**config.mk**
```make
export PLATFORM = sky130hd
export DESIGN_NAME = keypad_scanner
export DESIGN_NICKNAME = d
export VERILOG_FILES = /design/src/rtl/keypad_pkg.sv /design/src/rtl/keypad_debounce.sv /design/src/rtl/keypad_scanner.sv
export SDC_FILE = /design/constraint.sdc
export NUM_CORES = 1
export LEC_CHECK = 0
export CORE_MARGIN = 2
export CORE_UTILIZATION = 50
export DETAILED_ROUTE_END_ITERATION = 8
export MAX_ROUTING_LAYER = met4
export PLACE_DENSITY = 0.71
export SLEW_MARGIN = 20
export SYNTH_ARGS = -nofsm -noshare
export SYNTH_HDL_FRONTEND = slang
export SYNTH_SLANG_ARGS = --single-unit
export TNS_END_PERCENT = 50
```
**constraint.sdc**
```tcl
create_clock -name clk -period 4.6 [get_ports clk]
set_clock_uncertainty 0.05 [all_clocks]
set_input_delay 0.69 -clock clk [delete_from_list [all_inputs] [get_ports clk]]
set_output_delay 0.69 -clock clk [all_outputs]
set_load 0.05 [all_outputs]
```
**src/rtl/keypad_pkg.sv**
```systemverilog
`default_nettype none
// +----------------------------------------------------------------------------+
// | keypad_pkg: key indices, key codes and the index-to-code mapping shared by  |
// | the 4x3 keypad scanner and its debounce stage.       Revision: 1.0         |
// +----------------------------------------------------------------------------+
package keypad_pkg;

  localparam int NUM_ROWS = 4;
  localparam int NUM_COLS = 3;
  localparam int NUM_KEYS = NUM_ROWS * NUM_COLS;

  // Key index = row*3 + col
  localparam int KEY_IDX_1    = 0;
  localparam int KEY_IDX_2    = 1;
  localparam int KEY_IDX_3    = 2;
  localparam int KEY_IDX_4    = 3;
  localparam int KEY_IDX_5    = 4;
  localparam int KEY_IDX_6    = 5;
  localparam int KEY_IDX_7    = 6;
  localparam int KEY_IDX_8    = 7;
  localparam int KEY_IDX_9    = 8;
  localparam int KEY_IDX_STAR = 9;
  localparam int KEY_IDX_0    = 10;
  localparam int KEY_IDX_HASH = 11;

  localparam logic [3:0] KEY_CODE_STAR = 4'hA;
  localparam logic [3:0] KEY_CODE_HASH = 4'hB;

  function automatic logic [3:0] idx_to_code(input logic [3:0] index);
    logic [3:0] code;
    code = 4'h0;
    case (index)
      4'd0, 4'd1, 4'd2, 4'd3, 4'd4,
      4'd5, 4'd6, 4'd7, 4'd8:  code = index + 4'd1;
      4'd9:                    code = KEY_CODE_STAR;
      4'd10:                   code = 4'h0;
      4'd11:                   code = KEY_CODE_HASH;
      default:                 code = 4'h0;
    endcase
    return code;
  endfunction

  function automatic logic [3:0] lowest_set_idx(input logic [NUM_KEYS-1:0] keys);
    logic [3:0] idx;
    idx = 4'd0;
    for (int i = NUM_KEYS - 1; i >= 0; i--) begin
      if (keys[i]) idx = 4'(i);
    end
    return idx;
  endfunction

endpackage : keypad_pkg
`default_nettype wire

```
**src/rtl/keypad_debounce.sv**
```systemverilog
`default_nettype none
// +----------------------------------------------------------------------------+
// | keypad_debounce: commits a full-matrix snapshot once it has been stable for |
// | DEBOUNCE_FRAMES frames and pulses key_press on new presses. Revision: 1.0   |
// +----------------------------------------------------------------------------+
module keypad_debounce
  import keypad_pkg::*;
#(
  parameter int DEBOUNCE_FRAMES = 4
) (
  input  logic                clk,
  input  logic                rst_n,
  input  logic                frame_valid,
  input  logic [NUM_KEYS-1:0] snapshot,
  output logic [NUM_KEYS-1:0] key_state,
  output logic                key_press,
  output logic [3:0]          key_code
);

  localparam logic [3:0] MATCH_MAX = 4'(DEBOUNCE_FRAMES);

  logic [NUM_KEYS-1:0] last_snap_q, last_snap_d;
  logic [3:0]          match_cnt_q, match_cnt_d;
  logic [NUM_KEYS-1:0] key_state_q, key_state_d;
  logic                key_press_q, key_press_d;
  logic [3:0]          key_code_q,  key_code_d;
  logic [NUM_KEYS-1:0] new_keys;

  always_comb begin
    last_snap_d = last_snap_q;
    match_cnt_d = match_cnt_q;
    key_state_d = key_state_q;
    key_press_d = 1'b0;
    key_code_d  = key_code_q;
    new_keys    = '0;
    if (frame_valid) begin
      if (snapshot != last_snap_q) begin
        last_snap_d = snapshot;
        match_cnt_d = 4'd1;
      end else if (match_cnt_q < MATCH_MAX) begin
        match_cnt_d = match_cnt_q + 4'd1;
      end
      // Commit only on an actual change so a saturated, stable matrix stays quiet.
      if ((match_cnt_d == MATCH_MAX) && (last_snap_d != key_state_q)) begin
        key_state_d = last_snap_d;
        new_keys    = last_snap_d & ~key_state_q;
        if (new_keys != '0) begin
          key_press_d = 1'b1;
          key_code_d  = idx_to_code(lowest_set_idx(new_keys));
        end
      end
    end
  end

  always_ff @(posedge clk or negedge rst_n) begin
    if (!rst_n) begin
      last_snap_q <= '0;
      match_cnt_q <= 4'd0;
      key_state_q <= '0;
      key_press_q <= 1'b0;
      key_code_q  <= 4'h0;
    end else begin
      last_snap_q <= last_snap_d;
      match_cnt_q <= match_cnt_d;
      key_state_q <= key_state_d;
      key_press_q <= key_press_d;
      key_code_q  <= key_code_d;
    end
  end

  assign key_state = key_state_q;
  assign key_press = key_press_q;
  assign key_code  = key_code_q;

endmodule : keypad_debounce
`default_nettype wire

```
**src/rtl/keypad_scanner.sv**
```systemverilog
`default_nettype none
// +----------------------------------------------------------------------------+
// | keypad_scanner: scans a 4x3 active-low key matrix column by column and      |
// | hands full-matrix snapshots to the debounce stage.       Revision: 1.0      |
// +----------------------------------------------------------------------------+
module keypad_scanner
  import keypad_pkg::*;
#(
  parameter int SCAN_DIV        = 1000,
  parameter int DEBOUNCE_FRAMES = 4
) (
  input  logic                clk,
  input  logic                rst,
  input  logic [NUM_ROWS-1:0] keypad_row,
  output logic [NUM_COLS-1:0] keypad_col,
  output logic [NUM_KEYS-1:0] key_state,
  output logic                key_press,
  output logic [3:0]          key_code,
  output logic                key0,
  output logic                key8,
  output logic                key_star
);

  localparam int                DIV_W    = $clog2(SCAN_DIV);
  localparam logic [DIV_W-1:0]  DIV_LAST = DIV_W'(SCAN_DIV - 1);
  localparam logic [1:0]        COL_LAST = 2'(NUM_COLS - 1);

  logic [NUM_ROWS-1:0] row_meta_q, row_sync_q;
  logic [NUM_ROWS-1:0] pressed;
  logic [DIV_W-1:0]    div_q, div_d;
  logic [1:0]          col_sel_q, col_sel_d;
  logic [NUM_COLS-1:0] keypad_col_q, keypad_col_d;
  logic [NUM_KEYS-1:0] snapshot_q, snapshot_d;
  logic                frame_valid_q, frame_valid_d;
  logic                slot_end;

  // Rows idle high through pull-ups, so the synchronizer resets to "nothing pressed".
  always_ff @(posedge clk or negedge rst) begin
    if (!rst) begin
      row_meta_q <= '1;
      row_sync_q <= '1;
    end else begin
      row_meta_q <= keypad_row;
      row_sync_q <= row_meta_q;
    end
  end

  assign pressed  = ~row_sync_q;
  assign slot_end = (div_q == DIV_LAST);

  always_comb begin
    div_d         = slot_end ? '0 : div_q + 1'b1;
    col_sel_d     = col_sel_q;
    snapshot_d    = snapshot_q;
    frame_valid_d = slot_end && (col_sel_q == COL_LAST);
    if (slot_end) begin
      col_sel_d = (col_sel_q == COL_LAST) ? 2'd0 : col_sel_q + 2'd1;
      for (int r = 0; r < NUM_ROWS; r++) begin
        for (int c = 0; c < NUM_COLS; c++) begin
          if (col_sel_q == 2'(c)) snapshot_d[r*NUM_COLS + c] = pressed[r];
        end
      end
    end
    // Drive follows the next column so it switches on the same edge as col_sel.
    keypad_col_d = ~(NUM_COLS'(1) << col_sel_d);
  end

  always_ff @(posedge clk or negedge rst) begin
    if (!rst) begin
      div_q         <= '0;
      col_sel_q     <= 2'd0;
      keypad_col_q  <= 3'b110;
      snapshot_q    <= '0;
      frame_valid_q <= 1'b0;
    end else begin
      div_q         <= div_d;
      col_sel_q     <= col_sel_d;
      keypad_col_q  <= keypad_col_d;
      snapshot_q    <= snapshot_d;
      frame_valid_q <= frame_valid_d;
    end
  end

  keypad_debounce #(
    .DEBOUNCE_FRAMES (DEBOUNCE_FRAMES)
  ) u_debounce (
    .clk         (clk),
    .rst_n       (rst),
    .frame_valid (frame_valid_q),
    .snapshot    (snapshot_q),
    .key_state   (key_state),
    .key_press   (key_press),
    .key_code    (key_code)
  );

  assign keypad_col = keypad_col_q;
  assign key0       = key_state[KEY_IDX_0];
  assign key8       = key_state[KEY_IDX_8];
  assign key_star   = key_state[KEY_IDX_STAR];

endmodule : keypad_scanner
`default_nettype wire

```
# Word level (Yosys, flattened, before mapping)
# Cells that the tools add are included.
[classes]
magnitude_cmp = 1
addsub = 4
muxes = 27
n_eq_ne = 16
bitwise_logic = 4
reduce_logical = 11
n_shift = 1
[op_table]
columns = ["operator", "n"]
rows = [
  ["4-bit 2-to-1 mux", 18],
  ["12-bit 2-to-1 mux", 2],
  ["12-bit != test", 2],
  ["4-bit by 3-bit equality test with 1-bit output (second input constant)", 5],
  ["12-bit AND", 1],
  ["4-bit equality test (second input constant)", 3],
  ["12-bit NOT", 1],
  ["4-bit case mux with 3 select lines", 1],
  ["12-bit nonzero test", 1],
  ["10-bit by 1-bit adder with 10-bit output (second input constant)", 1],
  ["10-bit equality test (second input constant)", 1],
  ["10-bit 2-to-1 mux", 1],
  ["9-bit OR reduction", 1],
  ["4-bit by 1-bit adder with 4-bit output (second input constant)", 2],
  ["4-bit by 2-bit equality test with 1-bit output (second input constant)", 2],
  ["2-bit AND reduction", 4],
  ["4-bit by 1-bit equality test with 1-bit output (second input constant)", 1],
  ["4-bit zero test", 1],
  ["4-bit by 3-bit < comparator with 1-bit output (second input constant)", 1],
  ["2-bit 2-to-1 mux", 2],
  ["4-bit NOT", 1],
  ["1-bit 2-to-1 mux", 3],
  ["3-bit NOT", 1],
  ["3-bit AND reduction", 1],
  ["6 further kinds", 7],
]
[totals]
inputBits = 6
output_inout_bits = 23
word_cells = 78
reg_bits = 69

# Longest topological paths before layout
# Gate-level depths: netlist of run 1.
[depth]
depth_word = 22
depth_mapped = 12
mapped_depth_nobuf = 12

# By module
# From an unflattened synthesis of run 1, not the netlist that was laid out.
[unflattened]
cells_unflattened = 295
area_unflattened_um2 = 3425.8
[modules_own_cells]
columns = ["mod", "n_inst", "seq_area_each_um2", "cells_each", "area_each_um2"]
rows = [
  ["keypad_debounce", 1, 825.8, 178, 2028.2],
  ["keypad_scanner", 1, 913.4, 117, 1397.6],
]

# Least setup slack after synthesis of run 1
# Ideal clock, no wire load.
[synth_path]
path_type = "register -> register"
startpoint = "register u_debounce.key_state_q[10], in the netlist u_debounce.key_state[10]"
endpoint = "register u_debounce.key_code_q[0], in the netlist u_debounce.key_code[0]"
period_less_slack_ns = 2.862
arrival_ns = 2.687
setup_slack_ns = 1.738
path_stages_with_launch = 12
t_required_ns = 4.425
path_buffers = 0
path_cell_list = "dfrtp_1 > inv_1 > ha_1 > nand2b_1 > a221o_1 > a21oi_1 > inv_1 > ha_1 > or3_1 > a21oi_1 > o21ai_0 > mux2_4"
[synth_via]
elab_chain_cells = 19
word_cells_on_any_way = 34
classes_between = "add/sub (1); eq/ne (11); mux (15); bitwise (2); reduce/logical (5)"
[synth_lines]
columns = ["element", "line", "text"]
rows = [
  ["start, declared", "keypad_debounce.sv:24", "logic [NUM_KEYS-1:0] key_state_q, key_state_d;"],
  ["start signal, assigned", "keypad_debounce.sv:65", "key_state_q <= key_state_d;"],
  ["12-bit NOT", "keypad_debounce.sv:46", "new_keys = last_snap_d & ~key_state_q;"],
  ["12-bit AND", "keypad_debounce.sv:46", ""],
  ["4-bit 2-to-1 mux (11 in a row)", "keypad_pkg.sv:47", "if (keys[i]) idx = 4'(i);"],
  ["4-bit 2-to-1 mux", "keypad_debounce.sv:47", "if (new_keys != '0) begin"],
  ["4-bit 2-to-1 mux", "keypad_debounce.sv:44", "if ((match_cnt_d == MATCH_MAX) && (last_snap_d != key_state_q)) begin"],
  ["4-bit 2-to-1 mux", "keypad_debounce.sv:36", "if (frame_valid) begin"],
  ["4-bit by 1-bit equality test with 1-bit output, or another cell as far along", "keypad_pkg.sv:32", "case (index)"],
  ["9-bit OR reduction", "keypad_pkg.sv:32", ""],
  ["4-bit case mux with 3 select lines", "keypad_pkg.sv:32", ""],
  ["end signal, assigned", "keypad_debounce.sv:67", "key_code_q <= key_code_d;"],
  ["end, declared", "keypad_debounce.sv:26", "logic [3:0] key_code_q, key_code_d;"],
]
# Parallel ways exist; a longest one is shown, timed or not. The select of a mux whose other input is x is not followed.
# A chain may end at the register's enable or synchronous reset.

# Worst setup path in the final report of run 1
# Ends and elaborated chain as after synthesis.

==> results of run 1 <==
==> metrics by stage <==
step	hold WS, ns	power [mW]	cell area (sq um)	util [%]	worst slack, ns
global route	0.2197	1.172	3832	59.67	1.675
detailed placement	0.2968	0.6430	3630	56.52	1.876
floorplan	0.2952	0.6256	3351	-	1.738
finish	0.2027	1.129	3832	59.67	1.836
CTS	0.2013	1.144	3832	59.67	1.854
global placement	0.2958	0.6424	3630	56.52	1.980
==> per-layer routing <==
metal  up-vias  part of all wire, %  GRT usage [%]
met1      1126                   47          24.67
met4         0                  1.8          6.494
met5         -                    0              -
li1       1077                    -              -
met3        11                  4.5          5.101
met2        55                   46          27.55
==> cells by family (layout without fill, tap and decap cells) <==
logic type      after synthesis  count (layout)  synth area share (%)
simple gates                 82              82                 13.41
flops                        69              69                 51.90
compound gates               43              43                 7.618
buf+inv                      43              65                 5.228
mux                          29              29                 10.16
xor+xnor                     19              19                 4.966
fa+ha+maj                    18              18                 6.722
==> registers in the layout, indices dropped and copies added, names as in the netlist <==
name,count
snapshot_q,12
u_debounce.key_state,12
u_debounce.last_snap_q,12
div_q,10
row_meta_q,4
row_sync_q,4
u_debounce.key_code,4
u_debounce.match_cnt_q,4
keypad_col,3
col_sel_q,2
frame_valid_q,1
u_debounce.key_press,1
==> critical path, stage by stage, from the launching register on <==
cell and delay [ns]:
dfrtp_1 0.39, inv_1 0.06, ha_1 0.21, nand2b_1 0.15
a221o_1 0.30, a21oi_1 0.27, inv_1 0.11, ha_1 0.24
or3_1 0.31, a21oi_1 0.19, o21ai_0 0.10, mux2_4 0.27
==> cell usage in the layout (no fill, tap or decap), types with 3 or more instances in the layout <==
cell,netlist,final
dfstp_2,10,10
or4_1,3,3
xor2_1,15,15
nand4_1,4,4
mux2_4,4,4
clkdlybuf4s50_1,0,27
ha_1,18,18
clkbuf_8,0,10
nand2_1,19,19
clkinvlp_4,0,3
nor2_1,20,20
nor3_1,6,6
o21ai_0,15,15
dfrtp_1,59,59
mux2_2,23,23
nor4_2,4,4
inv_1,20,20
a21oi_1,15,15
nand3_1,7,7
xnor2_1,4,4
or3_1,3,3
==> layout make-up <==
class	instances	area (sq um)
Inverter	20	75.07
Clock inverter	5	61.31
Sequential cell	69	1739
Multi-Input combinational cell	191	1436
Tap cell	77	96.34
Timing Repair Buffer	29	282.8
Clock buffer	11	141.4
Fill cell	518	2590
==> worst max path at each step <==
stage	depth (start not counted)	slack, ns	end	from
floorplan	11	1.74	u_debounce.key_code[0]$_DFFE_PN0P_	u_debounce.key_state[10]$_DFFE_PN0P_
global placement	11	1.98	u_debounce.key_code[0]$_DFFE_PN0P_	u_debounce.key_state[10]$_DFFE_PN0P_
detailed placement	11	1.88	u_debounce.key_code[0]$_DFFE_PN0P_	u_debounce.key_state[10]$_DFFE_PN0P_
CTS	11	1.85	u_debounce.key_code[0]$_DFFE_PN0P_	u_debounce.key_state[10]$_DFFE_PN0P_
global route	10	1.67	u_debounce.key_code[0]$_DFFE_PN0P_	snapshot_q[7]$_DFFE_PN0P_
finish	11	1.84	u_debounce.key_code[0]$_DFFE_PN0P_	u_debounce.key_state[10]$_DFFE_PN0P_
==> power breakdown <==
part	switching, mW	internal (mW)
combinational	0.0115	0.00380
clock	0.233	0.266
sequential	0.00191	0.613
total	0.246	0.883
==> results.py, run 1 <==
metrics = {
    "worst_setup_path": {
        "reg2reg_depth": 11,
        "critical_path_class": "reg -> reg",
        "timing.rr.end": "u_debounce.key_code[0]$_DFFE_PN0P_",
        "reg2reg_setup_slack_ns": 1.84,
        "crit_arrival_ns": 2.95,
        "critPathMaxFanout": 4,
        "cp-end-kind": "register",
        "timing.rr.start": "u_debounce.key_state[10]$_DFFE_PN0P_",
        "crit_path_start_kind": "register",
        "worstPathRequired_ns": 4.78,
    },
    "sta": {
        "rsz0062_at_grt": "false",
        "finalSetupTns_ns": 0,
        "hold_violations": 0,
        "worstMarginPinSlew_ns": 0.8388,
        "setup_viol": 0,
        "post-route-min-period_ns": 2.764,
        "fin_crit_sh_pct": 60.09,
        "fmax_ghz": 0.3618,
        "drv_slew": 0,
        "relSlewSlack_pct": 43.61,
    },
    "floorplan": {
        "core_area_sq_um": 6422,
        "fp.dieW_um": 85.86,
        "pin_count": 29,
        "die_y_um": 85.86,
        "rows": 29,
        "start_util_pct": 52.17,
        "dieArea_sq_um": 7372,
    },
    "cells_and_area": {
        "antenna_cells": 0,
        "instances_no_fill": 402,
        "area_growth_pct": 14.38,
        "drive_gt1_share_pct": 19.08,
        "fin_nets": 344,
    },
    "drt": {
        "vias": 2269,
        "routed_wirelength_mm": 5.952,
        "firstDrtPassIters": 7,
        "via_per_inst": 5.644,
        "drc": 3,
        "antenna_left": 0,
        "wire_per_inst_um": 14.81,
        "drt_iter0_drc": 93,
    },
    "placed_design": {
        "gp_congestion": 0.8170,
        "place_inst": 386,
        "port_buffers": 28,
        "post-dp-hpwl_mm": 4.223,
    },
    "yosys": {
        "post-synth-top-area-cell": "dfrtp_1",
        "syn-num-nets": 327,
        "synthArstFlopShare_pct": 100.0,
        "synth_area_leaders": "dfrtp_1, dfstp_2, mux2_2",
        "synth_edf_count": 0,
        "ys_ff_latch": 69,
        "synth_cell_types": 47,
        "yosysWarnings": 0,
        "postSynthCellCount": 303,
        "synth_common_cells": "dfrtp_1, mux2_2, inv_1, nor2_1, nand2_1",
        "syn_area_sq_um": 3351,
        "synth_area_per_cell_sq_um": 11.06,
        "ys.flop_type": "dfrtp_1",
        "yosys.cell_count.top_type": "dfrtp_1",
        "yosysSeqAreaShare_pct": 51.90,
        "synth_top_area_share_pct": 44.06,
    },
    "global_route": {
        "antenna_found_initial": 0,
        "overflow": 0,
        "grt_pass1_wl_mm": 10.34,
        "grt.total_usage_pct": 18.58,
        "grt_pass1_vias": 2181,
        "grt_max_degree": 53,
    },
    "status": {
        "violations": "DRC",
        "outcome": "finished with violations",
    },
    "clock_tree": {
        "cts.clk_slew.worst_paths_ns": 0.08,
        "ctsRootBufferMaster": "clkbuf_8",
        "cts_tree": "yes",
        "numCtsBuffers": 9,
        "post_cts_buffers": 0,
        "cts_sinks": 69,
        "postCtsResizedCells": 0,
        "clock_path_buffers": 2,
        "clk_latency_ns": 0.35,
        "postCtsHoldBufs": 0,
        "cts.htree.levels": 3,
    },
    "min_path": {
        "hp-class": "in -> async",
    },
    "power_and_ir_drop": {
        "power_leakage_nw": 1.820,
        "p_per_area_nw_per_um2": 294.6,
        "ir_worst_vdd_mv": 0.2835,
    },
    "job": {
        "max-cap-violations": 0,
    },
}
(Power assumes the default switching activity.)
==> inputs of run 2 (changes only) <==
--- a/config.mk
+++ b/config.mk
@@ -9,7 +9,7 @@
 export CORE_UTILIZATION = 50
 export DETAILED_ROUTE_END_ITERATION = 8
 export MAX_ROUTING_LAYER = met4
-export PLACE_DENSITY = 0.71
+export PLACE_DENSITY = 0.73
 export SLEW_MARGIN = 20
 export SYNTH_ARGS = -nofsm -noshare
 export SYNTH_HDL_FRONTEND = slang
==> constraint.sdc (replaced) <==
create_clock -name clk -period 2.4 [get_ports clk]
set_clock_uncertainty 0.05 [all_clocks]
set_input_delay 0.36 -clock clk [delete_from_list [all_inputs] [get_ports clk]]
set_output_delay 0.36 -clock clk [all_outputs]
set_load 0.05 [all_outputs]
==> results.py, run 2 (same netlist as run 1, synthesis figures left out) <==
metrics = {
    "power_and_ir_drop": {
        "p_per_area_nw_per_um2": 525.7,
        "p_seq_share_pct": 51.3,
        "total_power_mw": 2.297,
        "p_sw_mw": 0.4686,
        "p_comb_share_pct": 1.5,
        "power_leakage_nw": 2.082,
        "p_sw_share_pct": 20.40,
        "ir_worst_vdd_mv": 0.4493,
        "power.internal_mw": 1.829,
        "p_clk_share_pct": 47.2,
    },
    "drt": {
        "antenna_left": 0,
        "routed_wirelength_mm": 6.865,
        "via_per_inst": 5.352,
        "drt_iter0_drc": 82,
        "drc": 3,
        "vias": 2403,
        "wire_per_inst_um": 15.29,
        "firstDrtPassIters": 6,
    },
    "sta": {
        "drv_slew": 0,
        "setup_viol": 4,
        "fin_crit_sh_pct": 106.3,
        "rsz0062_at_grt": "true",
        "hold_violations": 0,
        "relSlewSlack_pct": 55.40,
        "fmax_ghz": 0.3921,
        "post-route-min-period_ns": 2.550,
        "hold-worst-slack_ns": 0.3066,
        "worst_slack_ns": -0.1501,
        "worstMarginPinSlew_ns": 0.6521,
    },
    "job": {
        "max-cap-violations": 0,
    },
    "worst_setup_path": {
        "slowest_delay_ns": 0.42,
        "worstPathCellList": "ha_4, nor2_1, o21ai_2, a211oi_1, o31a_1, inv_2, ha_2, or3_4, a21oi_4, nor2_1, mux2_4",
        "cp-end-kind": "register",
        "critical_path_class": "reg -> reg",
        "cpMostUsedCell": "nor2_1",
        "crit_family": "compound AO/OA/AOI/OAI gates",
        "startpoint": "snapshot_q[8]$_DFFE_PN0P_",
        "timing.rr.start": "snapshot_q[8]$_DFFE_PN0P_",
        "critPathMaxFanout": 3,
        "path_buf_inv": 1,
        "crit_path_start_kind": "register",
        "worstPathRequired_ns": 2.59,
        "crit_arrival_ns": 2.74,
        "crit_slowest_cell": "dfrtp_1",
    },
    "global_route": {
        "grt_max_degree": 48,
        "grt.total_usage_pct": 20.74,
        "overflow": 0,
        "grtUsageMet2_pct": 31.64,
        "met1_usage_pct": 25.98,
        "grt_pass1_wl_mm": 11.27,
        "grt_pass1_vias": 2375,
        "grt.busiest_layer": "met2",
        "grt_util_met3_pct": 6.641,
        "antenna_found_initial": 0,
    },
    "min_path": {
        "hp-class": "reg -> reg",
        "worstHoldStart": "row_meta_q[2]$_DFF_PN1_",
    },
    "cells_and_area": {
        "antenna_cells": 0,
        "layout_commonest_cell": "dfrtp_1",
        "area_growth_pct": 30.40,
        "layout_common_cells": "dfrtp_1, buf_4, clkdlybuf4s50_1",
        "drive_gt1_share_pct": 39.25,
        "final_area_sq_um": 4369,
        "fin_nets": 391,
        "instances_no_fill": 449,
    },
    "clock_tree": {
        "cts_sinks": 69,
        "ctsRootBufferMaster": "clkbuf_8",
        "cts.htree.levels": 3,
        "cts.clk_slew.worst_paths_ns": 0.07,
        "clk_latency_ns": 0.35,
        "numCtsBuffers": 9,
        "cts_tree": "yes",
        "clock_path_buffers": 2,
    },
    "placed_design": {
        "place_inst": 424,
        "port_buffers": 28,
        "post-dp-hpwl_mm": 4.781,
        "gp_congestion": 0.8174,
        "placed_area_sq_um": 3960,
        "pre_cts_slack_ns": -0.1146,
    },
    "floorplan": {
        "core_area_sq_um": 6422,
        "dieArea_sq_um": 7372,
        "die_y_um": 85.86,
        "rows": 29,
        "fp.dieW_um": 85.86,
        "start_util_pct": 52.17,
        "pin_count": 29,
    },
    "status": {
        "outcome": "finished with violations",
        "violations": "DRC, setup timing",
    },
}
[run 2: layout make-up]
class	count	area, sq um
tap	77	96.34
sequential	69	1754
fill	479	2053
clock buffer	11	151.4
timing repair buffer	76	658.1
clock inverter	5	81.33
multi-input combinational	191	1553
inverter	20	75.07
[run 2: metal layers]
metal	vias up	routed length, um
met5	-	0
met3	10	355
met4	0	97
li1	1164	-
met2	58	3363
met1	1171	3048
[run 2: worst reg2reg max path, delay by kind of cell (launching register included)]
family | cells | cell delay (ns)
buf+inv | 1 | 0.06
compound gates | 4 | 0.74
fa+ha+maj | 2 | 0.36
flops | 1 | 0.42
simple gates | 3 | 0.55
mux | 1 | 0.26
[run 2: power by group through the flow]
stage               clock network (mW)  logic, mW  registers (mW)
finish                            1.08     0.0337            1.18
global route                      1.15     0.0401            1.18
detailed placement                   0     0.0346            1.20
floorplan                            0  0.0000819            1.20
CTS                               1.11     0.0360            1.18
global placement                     0     0.0342            1.20
[run 2: repair_timing]
item,CTS,global route
hold buffers,1,0
gates resized for setup,13,17
hold endpoints to repair,13,0
setup endpoints to repair,4,16
pin swaps,7,6
buffers inserted,6,2
[run 2: final timing paths]
| kind | to | slack, ns | depth (start not counted) |
|---|---|---|---|
| min in group asynchronous | div_q[9]$_DFF_PN0_ | 0.47 | 2 |
| setup / recovery | u_debounce.key_code[2]$_DFFE_PN0P_ | -0.15 | 11 |
| setup reg to reg | u_debounce.key_code[2]$_DFFE_PN0P_ | -0.15 | 11 |
| hold reg to reg | row_sync_q[2]$_DFF_PN1_ | 0.31 | 0 |
| max in group asynchronous | row_sync_q[3]$_DFF_PN1_ | 1.16 | 3 |
| hold / removal | row_sync_q[2]$_DFF_PN1_ | 0.31 | 0 |
[run 2: per-stage QoR]
| stage | setup TNS [ns] | utilization, % |
|---|---|---|
| 2_1_floorplan | -0.3336 | - |
| 3_3_place_gp | -0.1409 | 61.66 |
| 3_5_place_dp | -0.3423 | 61.66 |
| 4_1_cts | -0.06771 | 66.82 |
| 5_1_grt | -0.8965 | 68.03 |
| 6_report | -0.4329 | 68.03 |
==> inputs of run 3 (changes only) <==
--- a/config.mk
+++ b/config.mk
@@ -5,11 +5,14 @@
 export SDC_FILE = /design/constraint.sdc
 export NUM_CORES = 1
 export LEC_CHECK = 0
+export CELL_PAD_IN_SITES_DETAIL_PLACEMENT = 0
+export CELL_PAD_IN_SITES_GLOBAL_PLACEMENT = 1
 export CORE_MARGIN = 2
-export CORE_UTILIZATION = 50
+export CORE_UTILIZATION = 41
 export DETAILED_ROUTE_END_ITERATION = 8
 export MAX_ROUTING_LAYER = met4
-export PLACE_DENSITY = 0.73
+export PLACE_DENSITY_LB_ADDON = 0.1
+export SETUP_SLACK_MARGIN = 0.1
 export SLEW_MARGIN = 20
 export SYNTH_ARGS = -nofsm -noshare
 export SYNTH_HDL_FRONTEND = slang
==> results.py, run 3 (same netlist as run 1, synthesis figures left out) <==
metrics = {
    "status": {
        "outcome": "finished with violations",
        "violations": "hold timing, setup timing",
    },
    "drt": {
        "routed_wirelength_mm": 7.038,
        "drt_iter0_drc": 85,
        "antenna_left": 0,
        "via_per_inst": 4.918,
        "firstDrtPassIters": 4,
        "wire_per_inst_um": 14.51,
        "vias": 2385,
        "drc": 0,
    },
    "sta": {
        "worstMarginPinSlew_ns": 0.4954,
        "post-route-min-period_ns": 2.524,
        "hold-worst-slack_ns": -0.009851,
        "worst_slack_ns": -0.1243,
        "finalSetupTns_ns": -0.2343,
        "rsz0062_at_grt": "true",
        "fin_crit_sh_pct": 105.2,
        "relSlewSlack_pct": 66.87,
        "setup_viol": 3,
        "hold_violations": 13,
        "fmax_ghz": 0.3962,
        "drv_slew": 0,
    },
    "cells_and_area": {
        "drive_gt1_share_pct": 42.56,
        "n_fill_cell": 686,
        "area_growth_pct": 36.07,
        "layout_common_cells": "buf_4, dfrtp_1, clkdlybuf4s50_1",
        "final-seq-area_sq_um": 1755,
        "layout_commonest_cell": "buf_4",
        "multiInputGateArea_sq_um": 1640,
        "fin_nets": 402,
        "antenna_cells": 0,
    },
    "placed_design": {
        "port_buffers": 28,
        "post-dp-hpwl_mm": 4.859,
        "pre_cts_slack_ns": -0.1068,
        "gp_congestion": 0.8608,
    },
    "floorplan": {
        "dieArea_sq_um": 8911,
        "start_util_pct": 42.92,
        "fp.dieW_um": 94.40,
        "die_y_um": 94.40,
        "rows": 32,
        "core_area_sq_um": 7807,
        "pin_count": 29,
    },
    "worst_setup_path": {
        "worstPathRequired_ns": 2.57,
        "crit_path_start_kind": "register",
        "critPathMaxFanout": 3,
        "startpoint": "snapshot_q[10]$_DFFE_PN0P_",
        "crit_arrival_ns": 2.70,
        "cp-end-kind": "register",
        "reg2reg_depth": 10,
        "critical_path_class": "reg -> reg",
        "timing.rr.start": "snapshot_q[10]$_DFFE_PN0P_",
    },
    "clock_tree": {
        "postCtsHoldBufs": 0,
        "cts_sinks": 69,
        "ctsRootBufferMaster": "clkbuf_8",
        "clk_latency_ns": 0.33,
        "clock_path_buffers": 2,
        "cts.htree.levels": 3,
        "cts_tree": "yes",
        "numCtsBuffers": 9,
        "cts.clk_slew.worst_paths_ns": 0.08,
    },
    "power_and_ir_drop": {
        "p_per_area_nw_per_um2": 496.0,
        "power_leakage_nw": 2.157,
        "total_power_mw": 2.261,
        "ir_worst_vdd_mv": 0.3465,
    },
    "global_route": {
        "grt_pass1_wl_mm": 11.37,
        "antenna_found_initial": 0,
        "grt.total_usage_pct": 17.50,
        "grt_max_degree": 38,
        "overflow": 0,
        "grt_pass1_vias": 2355,
    },
    "min_path": {
        "hp-class": "in -> async",
    },
    "job": {
        "max-cap-violations": 0,
    },
}
run 3: cell count changes in the layout (fill, tap and decap cells not counted), moves of 2 or more:
cell      change
buf_4        +11
clkbuf_8      -2
clkinv_4      +4
ha_2          -5
ha_4          +4
nor2_1        -2
nor2_4        +2
nor4_2        -2
nor4_4        +2
o21ai_1       +2
o21ai_2       -2
run 3: final cells by class:
class	instances	share of cell area, %
Sequential cell	69	38.50
Inverter	20	1.647
Clock buffer	9	2.717
Timing Repair Buffer	87	16.16
Tap cell	102	2.799
Multi-Input combinational cell	191	35.98
Clock inverter	7	2.195
run 3: metal layers:
layer	wire length [um]	global-route usage [%]	up-vias
li1	-	-	1195
met4	87	5.193	0
met2	3315	26.67	39
met5	0	-	-
met1	3400	23.66	1144
met3	233	3.831	7
run 3: metrics by stage:
step / utilization (%) / instance area, sq um / std cells
global placement: 51.86 / 4049 / 458
finish: 58.40 / 4559 / 485
floorplan: - / 3395 / 303
detailed placement: 51.86 / 4049 / 458
CTS: 56.23 / 4390 / 482
global route: 58.40 / 4559 / 485
run 3: worst paths after layout:
path	slack (ns)	endpoint
max in group asynchronous	1.90	u_debounce.key_state[8]$_DFFE_PN0P_
worst max-delay path	-0.12	u_debounce.key_code[0]$_DFFE_PN0P_
worst min register to register	0.31	row_sync_q[1]$_DFF_PN1_
worst min-delay path	-0.01	u_debounce.key_state[6]$_DFFE_PN0P_
min in group clk	0.31	row_sync_q[1]$_DFF_PN1_
worst max register to register	-0.12	u_debounce.key_code[0]$_DFFE_PN0P_
run 3: power by group:
part / internal [mW] / switching (mW)
Sequential: 1.17 / 0.00358
Combinational: 0.00843 / 0.0228
Clock: 0.590 / 0.462
Total: 1.77 / 0.489
run 3: worst max-delay path, stage by stage, from the launching register on:
cell and delay (ns):
dfrtp_1 0.44, ha_4 0.20, o21ai_4 0.14, a211oi_2 0.07, o31a_1 0.33, buf_4 0.16, ha_4 0.15, or3_4 0.38
a21oi_2 0.14, o21ai_1 0.08, mux2_4 0.26
run 3: timing repair:
item                                    4_1_cts  5_1_grt
endpoints found under the setup margin        5       17
setup buffers                                 8        2
cloned                                        0        1
resized for setup                            18       29
pin swaps                                    15       12
